===== src/rtl/dec3_8_strobe_pkg.sv =====
// Shared definitions for the encoder/decoder strobe path.
// Latency: n/a (types, constants and pure functions only).
// Backpressure: n/a.
//
// Contents: FSM state encoding, a generic index-to-one-hot helper and a
// clog2 helper that never returns less than one bit.
package dec_pkg;

    typedef enum logic [1:0] {
        IDLE  = 2'd0,
        PULSE = 2'd1,
        GAP   = 2'd2
    } state_t;

    // The one-hot helper works on a fixed maximum width so that any decoder
    // instance up to 6 index bits can share it; callers truncate the result.
    localparam int ONEHOT_IDX_W = 6;
    localparam int ONEHOT_MAX_W = 1 << ONEHOT_IDX_W;

    function automatic logic [ONEHOT_MAX_W-1:0] onehot(input logic [ONEHOT_IDX_W-1:0] idx);
        logic [ONEHOT_MAX_W-1:0] v;
        v      = '0;
        v[idx] = 1'b1;
        return v;
    endfunction

    // Width of a counter able to hold 'value'-1; a zero-width counter is
    // never useful, so the result is clamped to one bit.
    function automatic int clog2_min1(input int value);
        int w;
        w = $clog2(value);
        return (w < 1) ? 1 : w;
    endfunction

    function automatic int max2(input int a, input int b);
        return (a > b) ? a : b;
    endfunction

endpackage


===== src/rtl/dec3_8_strobe_timer.sv =====
// Loadable down-counter with a zero flag, used to time strobe and gap phases.
// Latency: load/decrement take effect on the next rising clk edge.
// Backpressure: none; the owner decides when to load or decrement.
//
// Ports:
//   clk, rst_n   clock and asynchronous active-low reset
//   i_load       load i_load_val (has priority over i_dec)
//   i_load_val   value to load
//   i_dec        decrement by one; saturates at zero
//   o_cnt        current count
//   o_zero       count is zero
module strobe_timer #(
    parameter int CNT_W = 3
) (
    input  logic             clk,
    input  logic             rst_n,
    input  logic             i_load,
    input  logic [CNT_W-1:0] i_load_val,
    input  logic             i_dec,
    output logic [CNT_W-1:0] o_cnt,
    output logic             o_zero
);

    logic [CNT_W-1:0] r_cnt;

    always_ff @(posedge clk or negedge rst_n) begin
        if (!rst_n) begin
            r_cnt <= '0;
        end else if (i_load) begin
            r_cnt <= i_load_val;
        end else if (i_dec && (r_cnt != '0)) begin
            r_cnt <= r_cnt - 1'b1;
        end
    end

    assign o_cnt  = r_cnt;
    assign o_zero = (r_cnt == '0);

endmodule


===== src/rtl/dec3_8_strobe.sv =====
// Sequential index-to-one-hot decoder producing a fixed-width strobe plus idle gap.
// Latency: strobe appears 1 clk after acceptance; one index per 1+PULSE_LEN+GAP_LEN clks.
// Backpressure: in_ready low outside IDLE; in_valid seen while not ready is dropped, not queued.
//
// Ports:
//   clk, rst_n   clock and asynchronous active-low reset
//   in_idx       encoded index, sampled only on the accepting edge
//   in_valid     in_idx is valid; source holds it until accepted
//   in_ready     block can accept this cycle (IDLE, and at least one edge out of reset)
//   out_onehot   registered one-hot strobe, zero outside the pulse
//   out_valid    high exactly while out_onehot is non-zero
//   done         one-cycle pulse on the last gap cycle (last pulse cycle if no gap)
module dec3_8_strobe
    import dec_pkg::*;
#(
    parameter int IN_W      = 3,
    parameter int OUT_W     = 8,
    parameter int PULSE_LEN = 4,
    parameter int GAP_LEN   = 1
) (
    input  logic             clk,
    input  logic             rst_n,
    input  logic [IN_W-1:0]  in_idx,
    input  logic             in_valid,
    output logic             in_ready,
    output logic [OUT_W-1:0] out_onehot,
    output logic             out_valid,
    output logic             done
);

    localparam int CNT_W      = clog2_min1(max2(PULSE_LEN, GAP_LEN) + 1);
    localparam int PULSE_LOAD = (PULSE_LEN > 0) ? PULSE_LEN - 1 : 0;
    localparam int GAP_LOAD   = (GAP_LEN > 0) ? GAP_LEN - 1 : 0;

    localparam logic [CNT_W-1:0] PULSE_LOAD_V = CNT_W'(PULSE_LOAD);
    localparam logic [CNT_W-1:0] GAP_LOAD_V   = CNT_W'(GAP_LOAD);
    localparam logic [CNT_W-1:0] CNT_ONE      = CNT_W'(1);

    localparam bit HAS_GAP = (GAP_LEN > 0);
    // done is registered, so it is raised on the edge that enters the final
    // cycle. These cover the case where that final cycle is the first one
    // of its phase (phase length of one).
    localparam bit DONE_ON_PULSE_LOAD = (PULSE_LEN == 1) && (GAP_LEN == 0);
    localparam bit DONE_ON_GAP_LOAD   = (GAP_LEN == 1);

    if (OUT_W != (1 << IN_W)) begin : g_chk_out_w
        $error("dec3_8_strobe: OUT_W must equal 2**IN_W");
    end
    if (IN_W > ONEHOT_IDX_W) begin : g_chk_in_w
        $error("dec3_8_strobe: IN_W exceeds the one-hot helper width");
    end
    if (PULSE_LEN < 1) begin : g_chk_pulse
        $error("dec3_8_strobe: PULSE_LEN must be >= 1");
    end
    if (GAP_LEN < 0) begin : g_chk_gap
        $error("dec3_8_strobe: GAP_LEN must be >= 0");
    end

    state_t           r_state;
    logic [IN_W-1:0]  r_idx;
    logic [OUT_W-1:0] r_onehot;
    logic             r_out_valid;
    logic             r_done;
    // Keeps in_ready low until the first edge after reset release even
    // though the FSM already sits in IDLE.
    logic             r_started;

    logic             w_accept;
    logic [OUT_W-1:0] w_in_onehot;
    logic [OUT_W-1:0] w_cap_onehot;
    logic             w_load;
    logic [CNT_W-1:0] w_load_val;
    logic             w_dec;
    logic [CNT_W-1:0] w_cnt;
    logic             w_zero;
    logic             w_cnt_is_one;

    assign in_ready     = r_started && (r_state == IDLE);
    assign w_accept     = in_valid && in_ready;
    assign w_in_onehot  = OUT_W'(onehot(ONEHOT_IDX_W'(in_idx)));
    assign w_cap_onehot = OUT_W'(onehot(ONEHOT_IDX_W'(r_idx)));
    assign w_cnt_is_one = (w_cnt == CNT_ONE);

    // Timer control: load pulse length on acceptance, gap length at the end
    // of the pulse, otherwise count down while a phase is running.
    always_comb begin
        w_load     = 1'b0;
        w_load_val = PULSE_LOAD_V;
        w_dec      = 1'b0;
        case (r_state)
            IDLE: begin
                if (w_accept) begin
                    w_load     = 1'b1;
                    w_load_val = PULSE_LOAD_V;
                end
            end
            PULSE: begin
                if (w_zero) begin
                    if (HAS_GAP) begin
                        w_load     = 1'b1;
                        w_load_val = GAP_LOAD_V;
                    end
                end else begin
                    w_dec = 1'b1;
                end
            end
            GAP: begin
                w_dec = !w_zero;
            end
            default: begin
                w_dec = 1'b0;
            end
        endcase
    end

    strobe_timer #(
        .CNT_W (CNT_W)
    ) u_timer (
        .clk        (clk),
        .rst_n      (rst_n),
        .i_load     (w_load),
        .i_load_val (w_load_val),
        .i_dec      (w_dec),
        .o_cnt      (w_cnt),
        .o_zero     (w_zero)
    );

    always_ff @(posedge clk or negedge rst_n) begin
        if (!rst_n) begin
            r_state     <= IDLE;
            r_idx       <= '0;
            r_onehot    <= '0;
            r_out_valid <= 1'b0;
            r_done      <= 1'b0;
            r_started   <= 1'b0;
        end else begin
            r_started <= 1'b1;
            case (r_state)
                IDLE: begin
                    if (w_accept) begin
                        r_idx       <= in_idx;
                        r_onehot    <= w_in_onehot;
                        r_out_valid <= 1'b1;
                        r_done      <= DONE_ON_PULSE_LOAD;
                        r_state     <= PULSE;
                    end else begin
                        r_onehot    <= '0;
                        r_out_valid <= 1'b0;
                        r_done      <= 1'b0;
                    end
                end
                PULSE: begin
                    if (w_zero) begin
                        r_onehot    <= '0;
                        r_out_valid <= 1'b0;
                        if (HAS_GAP) begin
                            r_state <= GAP;
                            r_done  <= DONE_ON_GAP_LOAD;
                        end else begin
                            r_state <= IDLE;
                            r_done  <= 1'b0;
                        end
                    end else begin
                        // Re-derived from the captured index every cycle so
                        // the strobe cannot drift from what was accepted.
                        r_onehot    <= w_cap_onehot;
                        r_out_valid <= 1'b1;
                        r_done      <= !HAS_GAP && w_cnt_is_one;
                    end
                end
                GAP: begin
                    r_onehot    <= '0;
                    r_out_valid <= 1'b0;
                    if (w_zero) begin
                        r_state <= IDLE;
                        r_done  <= 1'b0;
                    end else begin
                        r_done  <= w_cnt_is_one;
                    end
                end
                default: begin
                    r_state     <= IDLE;
                    r_onehot    <= '0;
                    r_out_valid <= 1'b0;
                    r_done      <= 1'b0;
                end
            endcase
        end
    end

    assign out_onehot = r_onehot;
    assign out_valid  = r_out_valid;
    assign done       = r_done;

endmodule


===== config.mk =====
export PLATFORM = sky130hd
export DESIGN_NAME = dec3_8_strobe
export DESIGN_NICKNAME = d
export VERILOG_FILES = /design/src/rtl/dec3_8_strobe_pkg.sv /design/src/rtl/dec3_8_strobe_timer.sv /design/src/rtl/dec3_8_strobe.sv
export SDC_FILE = /design/constraint.sdc
export NUM_CORES = 1
export LEC_CHECK = 0
export CORE_MARGIN = 2
export CORE_UTILIZATION = 40
export DETAILED_ROUTE_END_ITERATION = 8
export GPL_TIMING_DRIVEN = 0
export PLACE_DENSITY_LB_ADDON = 0.25
export SYNTH_ARGS = -nofsm -noshare
export SYNTH_HDL_FRONTEND = slang
export SYNTH_HIERARCHICAL = 1
export SYNTH_SLANG_ARGS = --single-unit
export TNS_END_PERCENT = 1

===== constraint.sdc =====
create_clock -name clk -period 3 [get_ports clk]
set_input_delay 0.6 -clock clk [delete_from_list [all_inputs] [get_ports clk]]
set_output_delay 0.6 -clock clk [all_outputs]
set_load 0.03 [all_outputs]

# Word level (Yosys, flattened, before mapping)
# Cells that the tools add are included.
# totals
wordCells,53
mem_count,0
mem_bits_rw,0
romBits,0
ff_bits,19
out_inout_bits,11
inputBits,6
latchBits,0
# op_classes
magnitude_cmp,4
n_bitwise,0
n_mul,0
n_shift,0
add_sub_neg,1
mux,23
n_div,0
eq_ne,6
reduce_logical,12
# op_table
operator,count
$mux 8,2
$pmux 8 s2,1
$lt 3x7->1 const B,2
$mux 2,5
$pmux 1 s2,4
$demux 1 s3,2
$ge 3x1->1 const B,2
$mux 1,6
$mux 3,2
$ne 2x2->1 const B,3
$pmux 2 s3,1
$logic_and 1x1->1,5
$eq 3x1->1 const B,1
$logic_not 3->1,1
$reduce_and 3->1,1
$reduce_bool 3->1,1
$sub 3x1->3 const B,1
$eq 2x1->1 const B,1
$eq 2x2->1 const B,1
$logic_not 2->1,1
$reduce_and 2->1,1
$reduce_bool 2->1,1
$logic_not 1->1,1

# Logic depth before layout (Yosys ltp)
# Gate-level depths: netlist of the first run.
# depth
ltp_word,6
ltp_mapped,7
depth_no_buf,7

# By module
# Netlist of the first run, hierarchy kept.
# by_module_without_submodules
mod,n_inst,area_each_um2,cells_each
dec3_8_strobe,1,725.7,63
strobe_timer,1,190.2,19

# Least setup slack after synthesis of the first run
# No wires, ideal clock.
# synth_path
path_type,register to register
startpoint,"reg u_timer.r_cnt[0], in the netlist u_timer/o_cnt[0]"
endpoint,"reg u_timer.r_cnt[0], in the netlist u_timer/o_cnt[0]"
stages_incl_launch_ff,8
arrival_ns,1.743
t_required_ns,2.913
slack_ns,1.170
path_cell_list,dfrtp_1 -> inv_1 -> ha_1 -> ha_1 -> o21ba_2 -> and2_1 -> or4b_1 -> o211ai_1
# synth_between
elab_chain_len,5
word_cells_on_any_way,14
cone_classes,1 x add/sub; 8 x mux; 5 x reduce/logical
# synth_rtl
element,line,text
start: declaration,dec3_8_strobe_timer.sv:24,logic [CNT_W-1:0] r_cnt;
start signal: assignment,dec3_8_strobe_timer.sv:30,r_cnt <= i_load_val;
start signal: assignment,dec3_8_strobe_timer.sv:32,r_cnt <= r_cnt - 1'b1;
$logic_not 3->1 *,dec3_8_strobe_timer.sv:37,assign o_zero = (r_cnt == '0);
via w_zero,dec3_8_strobe.sv:75,logic w_zero;
$mux 1 / $logic_not 1->1 (equally long branches),"dec3_8_strobe.sv:98, dec3_8_strobe.sv:108",
$pmux 1 s2 *,dec3_8_strobe.sv:90,case (r_state)
via w_dec,dec3_8_strobe.sv:73,logic w_dec;
$logic_and 1x1->1 *,dec3_8_strobe_timer.sv:31,end else if (i_dec && (r_cnt != '0)) begin
$reduce_bool 2->1 (no line) *,-,
# The timed path passes the listed nets; every way through them passes the cells marked *. The select of a mux whose other input is x is not followed.
# A chain may end at the register's enable or synchronous reset.

# Worst setup path in the final report of the first run
# layout_path
startpoint,reg r_state[0]
endpoint,out in_ready
# layout_between
elab_chain_len,2
# layout_rtl
element,line,text
start: declaration,dec3_8_strobe.sv:59,state_t r_state;
start signal: assignment,dec3_8_strobe.sv:130,r_state <= IDLE;
start signal: assignment,dec3_8_strobe.sv:145,r_state <= PULSE;
start signal: assignment,dec3_8_strobe.sv:157,r_state <= GAP;
$logic_not 2->1,dec3_8_strobe.sv:78,assign in_ready = r_started && (r_state == IDLE);
$logic_and 1x1->1,dec3_8_strobe.sv:78,
end: declaration,dec3_8_strobe.sv:25,"output logic in_ready,"
# Every way passes these cells.

==> results.tsv, run 1 <==
metric	value	unit
hold path startpoint	r_idx[0]$_DFFE_PN0P_	
leakage	0.497	nW
Slew HR	0.439	
Worst-path clk slew	0.11	ns
Yosys top cell area share	0.519	
cell family with most CP delay	buffers and inverters	
P&R area growth vs syn	24.3	%
global-route wire length before repair	2590	microns
Post-synth EDFFs	0	
critical path arrival	1.88	ns
yosys warns	6	
CTS Sinks	19	
Max-Cap Viols	0	
most common cell in the netlist	dfrtp_1	
CP Max Fanout	4	
H-tree Lvls	1	
Max clock buf depth	2	
top post-synthesis cells by area	dfrtp_1 52%, ha_1 8.2%, nand2_1 4.5%	
R2R depth	7	
CP required	2.40	ns
Crit. End Element	output port	
Syn Nets	94	
cells along the critical path	inv_1, ha_1, and2_1, clkdlybuf4s50_1	
unrepaired setup endpoints after global routing	no	
Tcrit/Tclk final	0.826	
I/O Pins	17	
Vias/cell	5.05	
worst hold-check path type	reg2reg	
post-synth top area cell	dfrtp_1	
Final Skew	0.00434	ns
Routed Antenna Nets	0	
Final Hold Slack	0.518	ns
starting density of the core	0.418	
fraction of layout cells with a size suffix above 1	0.127	
via count	656	
post-route minimum period	2.48	ns
CTS tree	built	
Worst R2R End	u_timer/o_cnt[2]$_DFFE_PN0P_	
Die Ht	51.9	microns
Seq/Total Area, Yosys	0.519	
setup_tns	0	ns
R2R Setup Slk	0.95	ns
CP Class	reg2out	
CP max stage delay	0.68	ns
# port buffers	16	
GRT Util Overall	0.136	
Clock Root Buffer	clkbuf_4	
clk_lat worst skew	0.30	ns
vias in the first global route	633	
FMAX	0.404	GHz
status	completed	
ys async rst share	1.00	
Starting DRT DRC Count	19	
DR pass1 iterations	4	
CTS resizes	0	
gpl congestion	0.731	
power per cell area	812	nW/um^2
Crit path buffers/inverters	2	
top_reg_cell synth	dfrtp_1	
Residual DRC	0	
grt total ovfl	0	
Seq cells post-synth	19	
post-synthesis average cell area	11.2	sq um
Critical-path top delay cell	clkdlybuf4s50_1	
Syn Inst Count	82	
average wire per standard cell	11.6	microns
Netlist Area Pre-Place	916	sq um
largest net degree at the start of global routing	20	
Die Wd	51.9	microns
initial antenna violation count	0	
Post-Route WL	1510	microns
Distinct cells, synth	27	
diodes inserted	0	
Hold Path Depth	2	
Final Net Count	115	
Max VDD drop	0.456	mV
Rows	17	
synth cell count leaders	19 x dfrtp_1, 11 x nand2_1, 6 x ha_1, 6 x o22ai_1	
worst slew pin tran	0.839	ns
Die ar.	2690	sq um
worst hold path endpoint	r_idx[0]$_DFFE_PN0P_	
total CTS buffers	3	
setup violators final	0	
startpoint types	register	
cts hold-fix bufs	0	
Reg2Reg Launch Point	u_timer/o_cnt[0]$_DFFE_PN0P_	
Core Box Area	2190	sq um
Fin. Hold Viols	0	
Post-DP HPWL	1130	microns
fin. max-slew vios	0	
post-CTS setup buffers	0	
==> cell type report <==
cell class                 count  area (sq um)
timing repair buffer          16           160
inverter                       6          22.5
fill                         197          1050
clock inverter                 1          5.00
tap                           28          35.0
clock buffer                   3          22.5
multi-input combinational     57           418
sequential                    19           475
==> cell families (layout without fill, tap and decap cells) <==
| kind of cell | after synthesis | after routing | synth area share |
|---|---|---|---|
| simple gates | 29 | 29 | 0.190 |
| compound gates | 17 | 17 | 0.139 |
| fa+ha+maj | 6 | 6 | 0.0820 |
| flops | 19 | 19 | 0.519 |
| mux | 3 | 3 | 0.0369 |
| other cells | 2 | 2 | 0.00820 |
| buf+inv | 6 | 26 | 0.0246 |
==> per-stage QoR <==
stage	setup WS [ns]	util	power, mW	cells	instance area, sq um
4_1_cts	0.510	0.520	0.932	130	1140
5_1_grt	0.439	0.520	0.999	130	1140
6_report	0.522	0.520	0.925	130	1140
3_5_place_dp	0.717	0.507	0.803	126	1110
2_1_floorplan	1.17	-	0.677	82	916
3_3_place_gp	0.751	0.507	0.788	126	1110
==> worst max path at each step <==
stage | start | end | slack (ns) | cells past startpoint
after floorplan | u_timer/o_cnt[0]$_DFFE_PN0P_ | u_timer/o_cnt[0]$_DFFE_PN0P_ | 1.17 | 7
after detailed placement | in_valid | u_timer/o_cnt[1]$_DFFE_PN0P_ | 0.72 | 5
after global placement | in_valid | u_timer/o_cnt[1]$_DFFE_PN0P_ | 0.75 | 5
after CTS | r_state[0]$_DFFE_PN0P_ | in_ready | 0.51 | 4
final | r_state[0]$_DFFE_PN0P_ | in_ready | 0.52 | 4
after global routing | r_state[0]$_DFFE_PN0P_ | in_ready | 0.44 | 4
==> cell usage in the layout (no fill, tap or decap), types with 2 or more instances in the layout <==
| master | Yosys | routed |
|---|---|---|
| and2_1 | 2 | 2 |
| clkbuf_4 | 0 | 3 |
| clkdlybuf4s50_1 | 0 | 16 |
| conb_1 | 2 | 2 |
| dfrtp_1 | 19 | 19 |
| ha_1 | 6 | 6 |
| inv_1 | 5 | 5 |
| mux2_2 | 3 | 3 |
| nand2_1 | 11 | 11 |
| nand2b_1 | 5 | 5 |
| nand3_1 | 2 | 2 |
| o21ai_0 | 2 | 2 |
| o22ai_1 | 6 | 6 |
| o311ai_1 | 2 | 2 |
| or4b_1 | 3 | 3 |
==> report_power, final <==
part           switching [mW]  internal [mW]  total, mW
clock                  0.0789         0.0496      0.129
sequential             0.0532          0.330      0.383
combinational           0.223          0.190      0.413
==> worst reg2reg max path, stage by stage (launching register included) <==
cell and delay, ns:
dfrtp_1 0.41, inv_1 0.06, ha_1 0.19, ha_1 0.28
o21ba_2 0.31, and2_1 0.18, or4b_1 0.45, o311ai_1 0.08
==> per-layer routing <==
layer  wire length [microns]  GRT usage  vias up
li1                        -          -      334
met1                     744      0.169      297
met2                     674      0.211       21
met3                      61     0.0259        4
met4                      34     0.0921        0
met5                       0          0        -
==> registers in the layout, summed over array words and instances (netlist names) <==
| register | count |
|---|---|
| u_timer/o_cnt | 3 |
| out_valid | 1 |
| r_state | 2 |
| out_onehot | 8 |
| r_started | 1 |
| r_idx | 3 |
| done | 1 |
Power figures use the tool's default switching activity.
==> inputs of run 2 (changes only) <==
==> constraint.sdc (replaced) <==
create_clock -name clk -period 2.4 [get_ports clk]
set_input_delay 0.48 -clock clk [delete_from_list [all_inputs] [get_ports clk]]
set_output_delay 0.48 -clock clk [all_outputs]
set_load 0.03 [all_outputs]
==> run 2 against run 1 <==
Compared with the run above: sequential share of layout area fell by 0.091 points; via count did not move; non-clock buffer count did not move; critical path type is now reg2reg; largest cell class unchanged; critical endpoint is now u_timer/o_cnt[2]$_DFFE_PN0P_; global-route usage did not move; highest routed layer unchanged; worst hold slack did not move; first-iteration DRC count did not move; die area did not move; register-to-register slack got worse by 0.60 ns; utilization rose by 0.11 points; combinational power rose by 25%.
==> results.tsv, run 2 (synthesized netlist as in run 1, its figures left out) <==
metric	value	unit
status	completed	
gpl congestion	0.731	
CTS Sinks	19	
largest net degree at the start of global routing	20	
worst hold-check path type	reg2reg	
setup violators final	0	
post-route minimum period	2.05	ns
H-tree Lvls	1	
DR pass1 iterations	4	
most frequent cells in the layout	19 x dfrtp_1, 15 x clkdlybuf4s50_1, 11 x nand2_1	
Max-Cap Viols	0	
vias in the first global route	633	
Final Core Density	0.521	
Sw Ratio	0.384	
CTS tree	built	
CP Class	reg2reg	
fraction of layout cells with a size suffix above 1	0.127	
Clock Root Buffer	clkbuf_4	
net switching power	0.443	mW
Post-DP HPWL	1130	microns
Starting DRT DRC Count	19	
starting density of the core	0.418	
Die Wd	51.9	microns
Post-Route WL	1510	microns
Final Net Count	115	
critical path arrival	2.25	ns
Rows	17	
clock power share	0.139	
startpoint types	register	
Worst-path clk slew	0.11	ns
global-route wire length before repair	2590	microns
Final Power	1.15	mW
Max VDD drop	0.570	mV
total CTS buffers	3	
unrepaired setup endpoints after global routing	no	
average wire per standard cell	11.6	microns
cts hold-fix bufs	0	
FMAX	0.488	GHz
Pint	0.711	mW
Final Skew	0.00434	ns
P&R area growth vs syn	24.6	%
clk_lat worst skew	0.30	ns
I/O Pins	17	
fin. max-slew vios	0	
Filler cells	196	
Routed Antenna Nets	0	
Largest register FFs	8	
Fin. Hold Viols	0	
sequential share of power	0.414	
Vias/cell	5.05	
Slew HR	0.439	
Tcrit/Tclk final	0.853	
CP Max Fanout	10	
Max clock buf depth	2	
combinational power share	0.446	
CP required	2.60	ns
Crit. End Element	register	
Core Box Area	2190	sq um
initial antenna violation count	0	
Die Ht	51.9	microns
leakage	0.509	nW
setup_tns	0	ns
via count	656	
power per cell area	1010	nW/um^2
Residual DRC	0	
cell area after placement	1110	sq um
Die ar.	2690	sq um
diodes inserted	0	
final instance count without filler cells	130	
# port buffers	16	
Final Cell Area	1140	sq um
most common cell after layout, fill and taps aside	dfrtp_1	
grt total ovfl	0	
Placed Cells	126	
GRT Util Overall	0.136	
worst slew pin tran	0.839	ns
## run 2: cell count changes in the layout (fill, tap and decap cells not counted), sizes merged
cell / before / now
clkdlybuf4s50: 16 / 15
dlymetal6s2s: 0 / 1
## run 2: final timing paths
path / start / to / slack [ns] / cells after the start
max: u_timer/o_cnt[0]$_DFFE_PN0P_ / u_timer/o_cnt[2]$_DFFE_PN0P_ / 0.35 / 7
min: r_idx[0]$_DFFE_PN0P_ / r_idx[0]$_DFFE_PN0P_ / 0.52 / 2
max reg2reg: u_timer/o_cnt[0]$_DFFE_PN0P_ / u_timer/o_cnt[2]$_DFFE_PN0P_ / 0.35 / 7
min reg2reg: r_idx[0]$_DFFE_PN0P_ / r_idx[0]$_DFFE_PN0P_ / 0.52 / 2
max in group asynchronous: rst_n / out_onehot[6]$_DFF_PN0_ / 1.23 / 1
min in group asynchronous: rst_n / out_onehot[7]$_DFF_PN0_ / 0.65 / 1
## run 2: metrics by stage
stage	hold WS [ns]	setup slack, ns
floorplan	0.184	0.570
global placement	0.487	0.271
detailed placement	0.495	0.237
CTS	0.522	0.0301
global route	0.562	0.205
finish	0.518	0.352
## run 2: final cells by class
| cell class | count | area, sq um | area share |
|---|---|---|---|
| sequential | 19 | 475 | 0.417 |
| multi-input combinational | 57 | 418 | 0.366 |
| timing repair buffer | 16 | 163 | 0.143 |
| tap | 28 | 35.0 | 0.0307 |
| clock buffer | 3 | 22.5 | 0.0197 |
| inverter | 6 | 22.5 | 0.0197 |
| clock inverter | 1 | 5.00 | 0.00439 |
## run 2: critical path: stages (launching register included)
cell      delay (ns)
dfrtp_1         0.41
inv_1           0.06
ha_1            0.19
ha_1            0.28
o21ba_2         0.31
and2_1          0.18
or4b_1          0.45
o311ai_1        0.08
## run 2: metal layers
metal / global-route usage / vias up / wire length [microns]
met5: 0 / - / 0
li1: - / 334 / -
met2: 0.211 / 21 / 676
met4: 0.0921 / 0 / 34
met3: 0.0259 / 4 / 61
met1: 0.169 / 297 / 742
## run 2: power by group through the flow
stage	logic, mW	registers (mW)	clock network, mW
after global placement	0.502	0.483	0
after detailed placement	0.518	0.486	0
after floorplan	0.317	0.529	0
after global routing	0.570	0.496	0.181
after CTS	0.521	0.479	0.166
final	0.515	0.478	0.161
## run 2: timing repair
item	4_1_cts	5_1_grt
endpoints found under the setup margin	0	1
setup buffers	0	0
gates resized for setup	0	1
==> inputs of run 3 (changes only) <==
--- a/config.mk
+++ b/config.mk
@@ -5,8 +5,10 @@
 export SDC_FILE = /design/constraint.sdc
 export NUM_CORES = 1
 export LEC_CHECK = 0
+export CELL_PAD_IN_SITES_DETAIL_PLACEMENT = 0
+export CELL_PAD_IN_SITES_GLOBAL_PLACEMENT = 1
 export CORE_MARGIN = 2
-export CORE_UTILIZATION = 40
+export CORE_UTILIZATION = 35
 export DETAILED_ROUTE_END_ITERATION = 8
 export GPL_TIMING_DRIVEN = 0
 export PLACE_DENSITY_LB_ADDON = 0.25
==> constraint.sdc (replaced) <==
create_clock -name clk -period 1.87 [get_ports clk]
set_input_delay 0.374 -clock clk [delete_from_list [all_inputs] [get_ports clk]]
set_output_delay 0.374 -clock clk [all_outputs]
set_load 0.03 [all_outputs]
==> run 3 against run 2 <==
Compared with the run above: flip-flop and latch count is the same; largest cell class is now multi-input gates; clock power grew 27%; combinational power grew 67%; highest routed layer unchanged.
==> results.tsv, run 3 (synthesized netlist as in run 1, its figures left out) <==
metric	value	unit
Final Power	1.68	mW
average wire per standard cell	13.3	microns
Setup WS pre-CTS	-0.179	ns
Fin. Hold Viols	0	
Filler cells	250	
Die Wd	55.2	microns
Largest register FFs	8	
Max clock buf depth	2	
Routed Antenna Nets	0	
cts hold-fix bufs	0	
fraction of layout cells with a size suffix above 1	0.269	
Die ar.	3040	sq um
Final Core Density	0.494	
CP required	2.07	ns
status	completed	
Tcrit/Tclk final	0.997	
Final Hold Slack	0.520	ns
CTS tree	built	
largest net degree at the start of global routing	20	
area of the multi-input gates	490	sq um
setup_tns	0	ns
Post-DP HPWL	1240	microns
grt total ovfl	0	
final setup margin	0.00647	ns
FMAX	0.537	GHz
power per cell area	1380	nW/um^2
critical path arrival	2.06	ns
Residual DRC	0	
Core Box Area	2480	sq um
diodes inserted	0	
most frequent cells in the layout	19 x dfrtp_1, 15 x clkdlybuf4s50_1, 9 x nand2_1	
Worst-path clk slew	0.11	ns
CP Max Fanout	4	
# port buffers	16	
P&R area growth vs syn	33.6	%
GRT Util Overall	0.126	
crit path launch	u_timer/o_cnt[0]$_DFFE_PN0P_	
Final Net Count	117	
I/O Pins	17	
H-tree Lvls	1	
via count	676	
worst hold-check path type	reg2reg	
Die Ht	55.2	microns
Slew HR	0.447	
CP Class	reg2reg	
vias in the first global route	605	
R2R Setup Slk	0.006	ns
Clock Root Buffer	clkbuf_4	
total CTS buffers	3	
global-route wire length before repair	2680	microns
Max-Cap Viols	0	
Vias/cell	5.04	
hold path startpoint	r_idx[0]$_DFFE_PN0P_	
Crit. End Element	register	
gpl congestion	0.778	
setup violators final	0	
worst slew pin tran	0.826	ns
Final Skew	0.00174	ns
leakage	0.524	nW
fin. max-slew vios	0	
clk_lat worst skew	0.29	ns
startpoint types	register	
Max VDD drop	0.674	mV
Reg2Reg Launch Point	u_timer/o_cnt[0]$_DFFE_PN0P_	
CTS Sinks	19	
post-route minimum period	1.86	ns
starting density of the core	0.370	
register cell area after layout	475	sq um
Starting DRT DRC Count	11	
Post-Route WL	1790	microns
most common cell after layout, fill and taps aside	dfrtp_1	
DR pass1 iterations	4	
initial antenna violation count	0	
unrepaired setup endpoints after global routing	yes	
Rows	18	
-- run 3: cell count changes in the layout (fill, tap and decap cells not counted), moves of 2 or more --
cell,delta
nand2_2,+2
or4b_4,+3
ha_1,-2
nand2_1,-2
o311ai_1,-2
or4b_1,-3
buf_4,+2
-- run 3: worst max-delay path: stages, from the launching register on --
cell and delay [ns]:
dfrtp_1 0.41, inv_1 0.07, ha_2 0.20, ha_4 0.17
o21ba_4 0.22, and2_4 0.15, or4b_4 0.46, o311ai_2 0.09
-- run 3: area by class of cell --
class	count	share of cell area
well taps	30	0.0307
flip-flops and latches	19	0.389
multi-input cells	57	0.401
clock inverters	1	0.00409
clock buffers	3	0.0184
inverters	6	0.0184
repair buffers	18	0.139
-- run 3: per-layer routing --
layer	wire length [microns]	global-route usage	vias up	part of all wire
met5	0	0	-	0
met4	25	0.0610	0	0.014
met3	65	0.0242	4	0.036
met2	855	0.192	12	0.48
met1	839	0.172	325	0.47
li1	-	-	335	-
-- run 3: path summary, 6_finish.rpt --
kind	cells after the start	endpoint
max in group asynchronous	1	r_idx[1]$_DFFE_PN0P_
hold / removal	2	r_idx[0]$_DFFE_PN0P_
setup reg to reg	7	u_timer/o_cnt[1]$_DFFE_PN0P_
min in group asynchronous	1	u_timer/o_cnt[2]$_DFFE_PN0P_
hold reg to reg	2	r_idx[0]$_DFFE_PN0P_
setup / recovery	7	u_timer/o_cnt[1]$_DFFE_PN0P_
-- run 3: timing repair --
item,4_1_cts,5_1_grt
endpoints found under the hold margin,0,0
setup buffers,1,1
setup endpoints to repair,4,4
gates resized for setup,10,10
pin swaps,0,2
-- run 3: metrics by stage --
stage | cells | instance area, sq um
floorplan | 82 | 916
global placement | 128 | 1110
detailed placement | 128 | 1110
CTS | 133 | 1170
global route | 134 | 1220
finish | 134 | 1220
-- run 3: power by group --
group	leakage, nW	internal, mW	total [mW]	switching [mW]
Combinational	0.260	0.422	0.861	0.439
Sequential	0.247	0.529	0.619	0.0905
Clock	0.0177	0.0795	0.204	0.125
Total	0.524	1.03	1.68	0.654
